--- src/rtl/regfile_wb_arbiter_pkg.sv ---
// Shared definitions for the register-file write-back arbiter: default widths
// and the write-port source-select encoding.
package regfile_wb_arbiter_pkg;

    localparam int DATAPATH_WIDTH_DFLT     = 64;
    localparam int REGFILE_ADDR_WIDTH_DFLT = 5;

    typedef enum logic [1:0] {
        WB_NONE  = 2'd0,
        WB_ALU   = 2'd1,
        WB_LDQ   = 2'd2,
        WB_LDBYP = 2'd3
    } wb_sel_e;

endpackage

--- src/rtl/regfile_wb_arbiter_if.sv ---
// Execute/mem-side handshake and regfile write-port bundle of the write-back arbiter.
interface regfile_wb_arbiter_if
    import regfile_wb_arbiter_pkg::*;
#(
    parameter int DATAPATH_WIDTH     = DATAPATH_WIDTH_DFLT,
    parameter int REGFILE_ADDR_WIDTH = REGFILE_ADDR_WIDTH_DFLT,
    parameter int LDQ_DEPTH          = 4
);
    localparam int CNT_W = $clog2(LDQ_DEPTH) + 1;

    logic                          alu_valid;
    logic [REGFILE_ADDR_WIDTH-1:0] alu_addr;
    logic [DATAPATH_WIDTH-1:0]     alu_data;
    logic                          alu_stall;
    logic                          ld_valid;
    logic                          ld_ready;
    logic [REGFILE_ADDR_WIDTH-1:0] ld_addr;
    logic [DATAPATH_WIDTH-1:0]     ld_data;
    logic [CNT_W-1:0]              ldq_count;
    logic [REGFILE_ADDR_WIDTH-1:0] wr_addr_out;
    logic [DATAPATH_WIDTH-1:0]     wr_data_out;
    logic                          wena_out;

    modport master (
        output alu_valid, alu_addr, alu_data, ld_valid, ld_addr, ld_data,
        input  alu_stall, ld_ready, ldq_count, wr_addr_out, wr_data_out, wena_out
    );

    modport slave (
        input  alu_valid, alu_addr, alu_data, ld_valid, ld_addr, ld_data,
        output alu_stall, ld_ready, ldq_count, wr_addr_out, wr_data_out, wena_out
    );

endinterface

--- src/rtl/regfile_wb_arbiter_fifo.sv ---
// Small synchronous FIFO holding pending load results ({addr, data}) in acceptance order.
module wb_sync_fifo #(
    parameter int DEPTH = 4,
    parameter int WIDTH = 69
) (
    input  logic                       clk,
    input  logic                       reset,
    input  logic                       push,
    input  logic                       pop,
    input  logic [WIDTH-1:0]           din,
    output logic [WIDTH-1:0]           dout,
    output logic                       full,
    output logic                       empty,
    output logic [$clog2(DEPTH):0]     count
);
    localparam int PTR_W = $clog2(DEPTH);
    localparam int CNT_W = PTR_W + 1;

    logic [WIDTH-1:0] mem [DEPTH];
    logic [PTR_W-1:0] wr_ptr;
    logic [PTR_W-1:0] rd_ptr;

    assign dout  = mem[rd_ptr];
    assign full  = (count == CNT_W'(DEPTH));
    assign empty = (count == '0);

    // Storage carries no reset; occupancy alone defines which entries are live.
    always_ff @(posedge clk) begin
        if (push) begin
            mem[wr_ptr] <= din;
        end
    end

    always_ff @(posedge clk or posedge reset) begin
        if (reset) begin
            wr_ptr <= '0;
            rd_ptr <= '0;
            count  <= '0;
        end else begin
            if (push) wr_ptr <= wr_ptr + 1'b1;
            if (pop)  rd_ptr <= rd_ptr + 1'b1;
            unique case ({push, pop})
                2'b10:   count <= count + 1'b1;
                2'b01:   count <= count - 1'b1;
                default: count <= count;
            endcase
        end
    end

endmodule

--- src/rtl/regfile_wb_arbiter.sv ---
// Merges ALU and load results onto the single regfile write port; ALU has priority,
// loads queue in a FIFO and a starvation counter forces a periodic load drain.
module regfile_wb_arbiter
    import regfile_wb_arbiter_pkg::*;
#(
    parameter int DATAPATH_WIDTH     = DATAPATH_WIDTH_DFLT,
    parameter int REGFILE_ADDR_WIDTH = REGFILE_ADDR_WIDTH_DFLT,
    parameter int LDQ_DEPTH          = 4,
    parameter int STARVE_LIMIT       = 8
) (
    input  logic                 clk,
    input  logic                 reset,
    regfile_wb_arbiter_if.slave  bus
);
    localparam int ENTRY_W  = REGFILE_ADDR_WIDTH + DATAPATH_WIDTH;
    localparam int CNT_W    = $clog2(LDQ_DEPTH) + 1;
    localparam int STARVE_W = $clog2(STARVE_LIMIT) + 1;

    logic [ENTRY_W-1:0]  head_p0;
    logic                fifo_full;
    logic                fifo_empty;
    logic [CNT_W-1:0]    fifo_count;
    logic                ld_acc_p0;
    logic                alu_win_p0;
    logic                push_p0;
    logic                pop_p0;
    logic                stall_set_p0;
    wb_sel_e             sel_p0;
    logic [STARVE_W-1:0] starve_cnt;

    assign bus.ld_ready  = !fifo_full;
    assign bus.ldq_count = fifo_count;
    assign ld_acc_p0     = bus.ld_valid && !fifo_full;
    // An ALU result offered during a forced-drain cycle is ignored outright.
    assign alu_win_p0    = bus.alu_valid && !bus.alu_stall;

    always_comb begin
        sel_p0  = WB_NONE;
        push_p0 = 1'b0;
        pop_p0  = 1'b0;
        if (bus.alu_stall && !fifo_empty) begin
            sel_p0  = WB_LDQ;
            pop_p0  = 1'b1;
            push_p0 = ld_acc_p0;
        end else if (alu_win_p0) begin
            sel_p0  = WB_ALU;
            push_p0 = ld_acc_p0;
        end else if (!fifo_empty) begin
            sel_p0  = WB_LDQ;
            pop_p0  = 1'b1;
            push_p0 = ld_acc_p0;
        end else if (ld_acc_p0) begin
            sel_p0  = WB_LDBYP;
        end
    end

    assign stall_set_p0 = (sel_p0 == WB_ALU) && !fifo_empty &&
                          (starve_cnt == STARVE_W'(STARVE_LIMIT - 1));

    wb_sync_fifo #(
        .DEPTH (LDQ_DEPTH),
        .WIDTH (ENTRY_W)
    ) u_ldq (
        .clk   (clk),
        .reset (reset),
        .push  (push_p0),
        .pop   (pop_p0),
        .din   ({bus.ld_addr, bus.ld_data}),
        .dout  (head_p0),
        .full  (fifo_full),
        .empty (fifo_empty),
        .count (fifo_count)
    );

    // p0 -> p1: selected result registered onto the regfile write port
    always_ff @(posedge clk or posedge reset) begin
        if (reset) begin
            bus.wena_out    <= 1'b0;
            bus.wr_addr_out <= '0;
            bus.wr_data_out <= '0;
            bus.alu_stall   <= 1'b0;
            starve_cnt      <= '0;
        end else begin
            bus.wena_out  <= (sel_p0 != WB_NONE);
            bus.alu_stall <= stall_set_p0;
            if (sel_p0 == WB_ALU && !fifo_empty) begin
                starve_cnt <= stall_set_p0 ? '0 : starve_cnt + 1'b1;
            end else begin
                starve_cnt <= '0;
            end
            unique case (sel_p0)
                WB_ALU: begin
                    bus.wr_addr_out <= bus.alu_addr;
                    bus.wr_data_out <= bus.alu_data;
                end
                WB_LDQ: begin
                    {bus.wr_addr_out, bus.wr_data_out} <= head_p0;
                end
                WB_LDBYP: begin
                    bus.wr_addr_out <= bus.ld_addr;
                    bus.wr_data_out <= bus.ld_data;
                end
                default: begin
                    bus.wr_addr_out <= bus.wr_addr_out;
                    bus.wr_data_out <= bus.wr_data_out;
                end
            endcase
        end
    end

endmodule
--- src/flat_wrapper.sv ---
// flat-port wrapper written by rule: the top's interface ports become plain ports
module regfile_wb_arbiter_flat import regfile_wb_arbiter_pkg::*;
#(
    parameter int DATAPATH_WIDTH     = DATAPATH_WIDTH_DFLT,
    parameter int REGFILE_ADDR_WIDTH = REGFILE_ADDR_WIDTH_DFLT,
    parameter int LDQ_DEPTH          = 4,
    parameter int STARVE_LIMIT       = 8
)
  (clk, reset, bus_alu_valid, bus_alu_addr, bus_alu_data, bus_ld_valid, bus_ld_addr, bus_ld_data, bus_alu_stall, bus_ld_ready, bus_ldq_count, bus_wr_addr_out, bus_wr_data_out, bus_wena_out);
  regfile_wb_arbiter_if #(.DATAPATH_WIDTH(DATAPATH_WIDTH), .REGFILE_ADDR_WIDTH(REGFILE_ADDR_WIDTH), .LDQ_DEPTH(LDQ_DEPTH)) bus_i ();
  input  logic clk;
  input  logic reset;
  input wire logic [$bits(bus_i.alu_valid)-1:0] bus_alu_valid;
  input wire logic [$bits(bus_i.alu_addr)-1:0] bus_alu_addr;
  input wire logic [$bits(bus_i.alu_data)-1:0] bus_alu_data;
  input wire logic [$bits(bus_i.ld_valid)-1:0] bus_ld_valid;
  input wire logic [$bits(bus_i.ld_addr)-1:0] bus_ld_addr;
  input wire logic [$bits(bus_i.ld_data)-1:0] bus_ld_data;
  output wire logic [$bits(bus_i.alu_stall)-1:0] bus_alu_stall;
  output wire logic [$bits(bus_i.ld_ready)-1:0] bus_ld_ready;
  output wire logic [$bits(bus_i.ldq_count)-1:0] bus_ldq_count;
  output wire logic [$bits(bus_i.wr_addr_out)-1:0] bus_wr_addr_out;
  output wire logic [$bits(bus_i.wr_data_out)-1:0] bus_wr_data_out;
  output wire logic [$bits(bus_i.wena_out)-1:0] bus_wena_out;
  assign bus_i.alu_valid = bus_alu_valid;
  assign bus_i.alu_addr = bus_alu_addr;
  assign bus_i.alu_data = bus_alu_data;
  assign bus_i.ld_valid = bus_ld_valid;
  assign bus_i.ld_addr = bus_ld_addr;
  assign bus_i.ld_data = bus_ld_data;
  assign bus_alu_stall = bus_i.alu_stall;
  assign bus_ld_ready = bus_i.ld_ready;
  assign bus_ldq_count = bus_i.ldq_count;
  assign bus_wr_addr_out = bus_i.wr_addr_out;
  assign bus_wr_data_out = bus_i.wr_data_out;
  assign bus_wena_out = bus_i.wena_out;
  regfile_wb_arbiter #(.DATAPATH_WIDTH(DATAPATH_WIDTH), .REGFILE_ADDR_WIDTH(REGFILE_ADDR_WIDTH), .LDQ_DEPTH(LDQ_DEPTH), .STARVE_LIMIT(STARVE_LIMIT)) u_core (.clk(clk), .reset(reset), .bus(bus_i));
endmodule
--- config.mk ---
export PLATFORM = sky130hd
export DESIGN_NAME = regfile_wb_arbiter_flat
export DESIGN_NICKNAME = d
export VERILOG_FILES = /design/src/rtl/regfile_wb_arbiter_pkg.sv /design/src/rtl/regfile_wb_arbiter_if.sv /design/src/rtl/regfile_wb_arbiter_fifo.sv /design/src/rtl/regfile_wb_arbiter.sv /design/src/flat_wrapper.sv
export SDC_FILE = /design/constraint.sdc
export NUM_CORES = 1
export LEC_CHECK = 0
export ABC_AREA = 1
export BUFFER_PORTS_ARGS = -buffer_cell sky130_fd_sc_hd__buf_2
export CAP_MARGIN = 20
export CORE_MARGIN = 8
export CORE_UTILIZATION = 52
export CTS_BUF_LIST = sky130_fd_sc_hd__clkbuf_16
export DETAILED_ROUTE_END_ITERATION = 6
export PLACE_DENSITY = 0.76
export SYNTH_ARGS = -nofsm -noshare
export SYNTH_HDL_FRONTEND = slang
export SYNTH_SLANG_ARGS = --single-unit
--- constraint.sdc ---
create_clock -name clk -period 4.1 [get_ports clk]
set_input_delay 0.615 -clock clk [delete_from_list [all_inputs] [get_ports clk]]
set_output_delay 0.615 -clock clk [all_outputs]
set_load 0.01 [all_outputs]
==> flow_summary.json, run 1 <==
{
  "synth_cells": 1660,
  "syn-cell-area_um2": 15900,
  "synth_top_flop_cell": "edfxtp_1",
  "nNetsFinal": 2006,
  "slew-limit-headroom": 0.342,
  "grt.overflow.total": 0,
  "min-delay-path-class": "in2reg",
  "core_um2": 30300,
  "cts.path.max_buffers": 3,
  "grt_first_pass_wirelength_um": 61200,
  "synth.avg_cell_area_um2": 9.55,
  "placement.setup.worst_slack_ns": 1.26,
  "detailed_place_hpwl_um": 23300,
  "post_route_drc_violation_count": 0,
  "drv_slew": 0,
  "tightestPinTransition_ns": 0.987,
  "grt_antenna_before_repair": 6,
  "worstSetupStartpointType": "flip-flop",
  "htreeDepth": 2,
  "max_cap_viol_count": 0,
  "postLayoutCoreUtil": 0.607,
  "synth.mux.area_fraction": 0,
  "rsz0062_at_grt": "false",
  "ant_nets": 0,
  "fin_cells": 2283,
  "power.leakage_uw": 0.00855,
  "initial_utilization": 0.523,
  "cts_made_buffers": 37,
  "result_of_the_run": "completed",
  "die-width_um": 191,
  "yosys.area_share.xor_xnor": 0.00276,
  "synth_compound_gate_area_share": 0.0152,
  "ys_seq_elements": 358,
  "cts_clk_pin_slew_worst_paths_ns": 0.06,
  "chipHeight_um": 191,
  "buffer_ports.inserted": 216,
  "filler_cell_count": 2435,
  "overall_fraction_of_global_route_tracks_in_use": 0.211,
  "timing.clock.skew_ns": 0.0124,
  "synth_cell_types": 31,
  "ff2ff_setup_slack_ns": 1.25,
  "worst_skew_pair.late_latency_ns": 0.51,
  "worstSetupEndpointType": "flip-flop",
  "vias": 11707,
  "die_footprint_um2": 36300,
  "async_reset_ff_frac": 0.229,
  "most_common_cell_after_layout_fill_and_taps_aside": "nand2_1",
  "area.sequential_um2": 10300,
  "mostFrequentLayoutCells": "nand2_1 (658), edfxtp_1 (276), buf_2 (216)",
  "grt_pass1_vias": 11809,
  "crit_arrival_ns": 3.23,
  "overall_routed_net_length_um": 39300,
  "critical_path_class": "reg2reg",
  "setup_viol_count_final": 0,
  "finalCritPeriodShare": 0.695,
  "layout-drive-gt1-share": 0.168,
  "detail_route.iter0.violations": 1006,
  "setup_total_negative_slack_ns": 0,
  "layout-area-overhead-vs-synth_pct": 16.1,
  "postSynthNetCount": 1809,
  "vias_per_cell": 5.13,
  "top_level_ports": 217,
  "max-vdd-ir-drop_v": 0.000400,
  "ys_seq_area_frac": 0.652,
  "route.detailed.wl_per_inst_um": 17.2,
  "cts.sink_count": 358,
  "power_density_nw_per_um2": 679,
  "synth-simple-area-share": 0.254,
  "finalWorstSetupSlack_ns": 1.25,
  "post_cts_buffers": 0,
  "max_freq_mhz": 351,
  "area_of_combinational_cells_with_multiple_inputs_um2": 4450,
  "synth_top_family_by_area": "simple AND/OR/NAND/NOR gates",
  "post-route-min-period_ns": 2.85,
  "detailedRoute.firstPassIterationCount": 5,
  "post-place-cells": 2212,
  "total_of_warnings_raised_by_yosys": 0,
  "synthAdderAreaFrac": 0.00600,
  "maximum_number_of_pins_on_one_net_before_global_route_repair": 102,
  "globalplace.congestion": 0.779,
  "worst_ep_required_time_ns": 4.48,
  "final-hold-violation-count": 0,
  "tritoncts": "built",
  "num_rows": 64,
  "cts-root-buf": "clkbuf_16",
  "synth-edff-count": 276,
  "critPathMaxFanout": 14
}
-- final timing paths --
path | start | end | cells past startpoint
worst max-delay path | u_core.u_ldq.count[0] | u_core.u_ldq.count[2] | 11
worst min-delay path | bus_ld_data[16] | u_core.u_ldq.mem[0][16] | 1
worst max register to register | u_core.u_ldq.count[0] | u_core.u_ldq.count[2] | 11
worst min register to register | u_core.starve_cnt[0] | u_core.starve_cnt[0] | 1
max in group asynchronous | reset | u_core.u_ldq.rd_ptr[0] | 4
min in group asynchronous | reset | u_core.bus.wr_data_out[34] | 3
-- cells by family (layout without fill, tap and decap cells) --
logic type,after synthesis,count (layout)
xor gates and xnor gates,5,5
other,0,2
AOI/OAI and AO/OA,47,47
buffers and inverters,275,500
adders and majority gates,7,7
DFF,358,358
and+or+nand+nor,968,968
-- report_power, final --
group / leakage [uW] / internal [uW] / switching (uW)
clock: 0.000588 / 1770 / 1340
combinational: 0.00447 / 1280 / 2810
sequential: 0.00349 / 4890 / 412
total: 0.00855 / 7940 / 4570
-- layer usage --
layer | wire length (um) | global-route usage
met1 | 16200 | 0.259
met2 | 19400 | 0.370
met3 | 2590 | 0.0417
met4 | 962 | 0.0704
met5 | 67 | 0
-- flip-flops by register name, summed over array words and instances (netlist names) --
register                cells
u_core.bus.wr_addr_out      5
u_core.bus.wena_out         1
u_core.u_ldq.wr_ptr         2
u_core.u_ldq.mem          276
u_core.u_ldq.count          3
u_core.bus.wr_data_out     64
u_core.u_ldq.rd_ptr         2
u_core.starve_cnt           4
u_core.bus.alu_stall        1
-- metrics by stage --
| step | power (uW) | instance area (um2) | hold slack, ns |
|---|---|---|---|
| 2_1_floorplan | 8040 | 15900 | 0.433 |
| 3_3_place_gp | 9310 | 17300 | 0.447 |
| 3_5_place_dp | 9450 | 17300 | 0.455 |
| 4_1_cts | 12600 | 18400 | 0.310 |
| 5_1_grt | 13300 | 18400 | 0.320 |
| 6_report | 12500 | 18400 | 0.332 |
-- final cells by class --
type / instances / area share
Antenna cell: 2 / 0.000272
Clock buffer: 37 / 0.0503
Clock inverter: 30 / 0.00999
Inverter: 193 / 0.0395
Multi-Input combinational cell: 1027 / 0.241
Sequential cell: 358 / 0.562
Tap cell: 396 / 0.0269
Timing Repair Buffer: 240 / 0.0697
-- cells in the mapped netlist (2+ instances only) --
master	number	area [um2]
inv_2	2	7.51
o21ai_0	31	155
inv_1	190	713
or2_2	9	56.3
nor2_4	2	22.5
buf_4	4	30.0
nor3_1	2	10.0
dfrtp_1	82	2050
a21oi_1	3	15.0
xor2_1	4	35.0
buf_6	2	22.5
nand2_1	659	2470
nor2_1	82	308
or2_0	28	175
edfxtp_1	276	8290
nand3_1	180	901
buf_2	40	200
o21ai_1	11	55.1
nor3_4	2	32.5
clkbuf_1	35	131
ha_1	6	75.1
-- critical path: stages (launching register included) --
cell and delay (ns):
dfrtp_1 0.44, nor2_4 0.21, nand2_4 0.12, inv_1 0.41, nand2_1 0.14, nand3_2 0.28
ha_1 0.21, inv_1 0.07, fa_1 0.39, a21oi_1 0.18, o21ai_0 0.12, xor2_1 0.15
-- timing repair --
item                                   in CTS  in global routing
endpoints found under the hold margin       5                  0
gates resized for setup                     0                  0
setup endpoints to repair                   0                  0
hold buffers                                1                  0
No activity file was read; power rests on OpenSTA's default activity.
==> run 2, diff against run 1 <==
==> constraint.sdc (replaced) <==
create_clock -name clk -period 2.4 [get_ports clk]
set_input_delay 0.36 -clock clk [delete_from_list [all_inputs] [get_ports clk]]
set_output_delay 0.36 -clock clk [all_outputs]
set_load 0.01 [all_outputs]
==> run 2 against run 1 <==
Sequential power grew 68%; highest routed layer unchanged; critical endpoint unchanged; largest cell class unchanged; critical path depth is the same; via count shrank 0.14%; clock power grew 80%; clock skew shrank 0.0024 ns.
==> flow_summary.json, run 2 (synthesis gave the netlist of run 1 again) <==
{
  "power.leakage_uw": 0.00863,
  "worstSetupEndpointType": "flip-flop",
  "top_level_ports": 217,
  "worst_skew_pair.late_latency_ns": 0.52,
  "core_um2": 30300,
  "grt.overflow.total": 0,
  "cts_clk_pin_slew_worst_paths_ns": 0.06,
  "layout-drive-gt1-share": 0.175,
  "tritoncts": "built",
  "tightestPinTransition_ns": 0.941,
  "power_switching_uw": 7850,
  "result_of_the_run": "completed",
  "critical_path.cell_chain": "nor2_4 > nand2_4 > inv_1 > nand2_1 > nand3_4 > ha_1 > inv_1 > fa_1 > a21oi_1 > o21ai_0 > xor2_1",
  "finalWorstSetupSlack_ns": 0.176,
  "mostFrequentLayoutCells": "nand2_1 (658), edfxtp_1 (276), buf_2 (216)",
  "switching_share": 0.360,
  "initial_utilization": 0.523,
  "globalplace.congestion": 0.760,
  "grt_pass1_vias": 11963,
  "max-vdd-ir-drop_v": 0.000750,
  "setup_total_negative_slack_ns": 0,
  "power.share.combinational": 0.336,
  "final-hold-violation-count": 0,
  "cts_made_buffers": 38,
  "ant_nets": 0,
  "finalCritPeriodShare": 0.927,
  "post-place-cells": 2219,
  "crit_arrival_ns": 2.62,
  "reg_to_reg_critical_path_startpoint": "u_core.u_ldq.count[1]",
  "max_flop_register": "u_core.u_ldq.mem",
  "worst_ep_required_time_ns": 2.80,
  "max_freq_mhz": 450,
  "fin_cells": 2294,
  "setup_viol_count_final": 0,
  "power_density_nw_per_um2": 1170,
  "post-route-min-period_ns": 2.22,
  "timing.hold.worst.start": "bus_ld_data[39]",
  "worstSetupStartpointType": "flip-flop",
  "critPathSlowestCell": "dfrtp_1",
  "critical_path.startpoint": "u_core.u_ldq.count[1]",
  "postLayoutCoreUtil": 0.616,
  "largest_reg_flops": 276,
  "critPathMaxFanout": 8,
  "chipHeight_um": 191,
  "cts.path.max_buffers": 3,
  "overall_routed_net_length_um": 38400,
  "power_frac_seq": 0.407,
  "htreeDepth": 2,
  "grt_antenna_before_repair": 7,
  "placement.setup.worst_slack_ns": 0.116,
  "cts-root-buf": "clkbuf_16",
  "power_frac_clock": 0.257,
  "maximum_number_of_pins_on_one_net_before_global_route_repair": 140,
  "nNetsFinal": 2015,
  "cts.sink_count": 358,
  "path_common_cell": "inv_1",
  "grt_first_pass_wirelength_um": 61100,
  "filler_cell_count": 2355,
  "max_cap_viol_count": 0,
  "whs_ns": 0.0656,
  "drv_slew": 0,
  "timing.clock.skew_ns": 0.0100,
  "area.sequential_um2": 10300,
  "slew-limit-headroom": 0.373,
  "num_rows": 64,
  "route.detailed.wl_per_inst_um": 16.8,
  "layout-area-overhead-vs-synth_pct": 17.9,
  "overall_fraction_of_global_route_tracks_in_use": 0.211,
  "intPower_uw": 14000,
  "vias": 11691,
  "post_route_drc_violation_count": 0,
  "timing.critical_path.slowest_cell_delay_ns": 0.43,
  "buffer_ports.inserted": 216,
  "most_common_cell_after_layout_fill_and_taps_aside": "nand2_1",
  "die-width_um": 191,
  "detailed_place_hpwl_um": 23800,
  "detailedRoute.firstPassIterationCount": 5,
  "area_of_combinational_cells_with_multiple_inputs_um2": 4450,
  "critical_path_class": "reg2reg",
  "die_footprint_um2": 36300,
  "min-delay-path-class": "in2reg",
  "top_regs": "u_core.u_ldq.mem x276, u_core.bus.wr_data_out x64, u_core.bus.wr_addr_out x5",
  "vias_per_cell": 5.10,
  "detail_route.iter0.violations": 965
}
-- run 2: changes by cell type in the layout (fill, tap and decap cells not counted), moves of 2 or more --
cell | previous run | this run
buf_12 | 0 | 12
buf_4 | 22 | 19
clkbuf_16 | 37 | 39
clkinv_2 | 8 | 6
clkinvlp_4 | 0 | 5
inv_1 | 198 | 193
-- run 2: cell type report --
cell class,count,share of cell area
Sequential cell,358,0.553
Multi-Input combinational cell,1027,0.238
Timing Repair Buffer,248,0.0788
Clock buffer,39,0.0522
Inverter,193,0.0390
Tap cell,396,0.0265
Clock inverter,30,0.0119
Antenna cell,3,0.000401
-- run 2: metal layers --
layer | part of all wire | track usage | vias to the layer above
met5 | 0.00091 | 0 | -
met4 | 0.028 | 0.0853 | 6
met3 | 0.059 | 0.0401 | 84
met2 | 0.51 | 0.369 | 374
met1 | 0.41 | 0.254 | 5536
li1 | - | - | 5691
-- run 2: power groups by stage --
stage	combinational, uW	sequential (uW)	clock, uW
2_1_floorplan	4480	9220	0
3_5_place_dp	7340	9000	0
5_1_grt	8230	9030	5910
3_3_place_gp	7120	8960	0
6_report	7330	8900	5610
4_1_cts	7400	8890	5690
-- run 2: worst paths after layout --
check	slack, ns	end	depth (start not counted)
max	0.18	u_core.u_ldq.count[2]	11
min	0.07	u_core.u_ldq.mem[3][39]	1
max reg2reg	0.18	u_core.u_ldq.count[2]	11
min reg2reg	0.47	u_core.starve_cnt[0]	1
max in group asynchronous	1.33	u_core.bus.wr_data_out[9]	4
min in group asynchronous	0.39	u_core.bus.wr_data_out[30]	3
-- run 2: what timing repair did --
action,CTS,global route
hold buffers,1,0
gates resized for setup,0,1
buffers inserted,0,2
setup endpoints to repair,0,1
hold endpoints to repair,23,0
-- run 2: worst max-delay path: cells and delay by family, from the launching register on --
family,cells,cell delay [ns]
XOR/XNOR,1,0.16
adder cells (fa/ha/maj),2,0.56
AO/OA/AOI/OAI,2,0.27
flip-flops,1,0.43
AND/OR/NAND/NOR,4,0.53
buffers and inverters,2,0.16
-- run 2: metrics by stage --
step | total power, uW | instance area, um2
2_1_floorplan | 13700 | 15900
3_3_place_gp | 16100 | 17500
3_5_place_dp | 16300 | 17500
4_1_cts | 22000 | 18700
5_1_grt | 23200 | 18700
6_report | 21800 | 18700
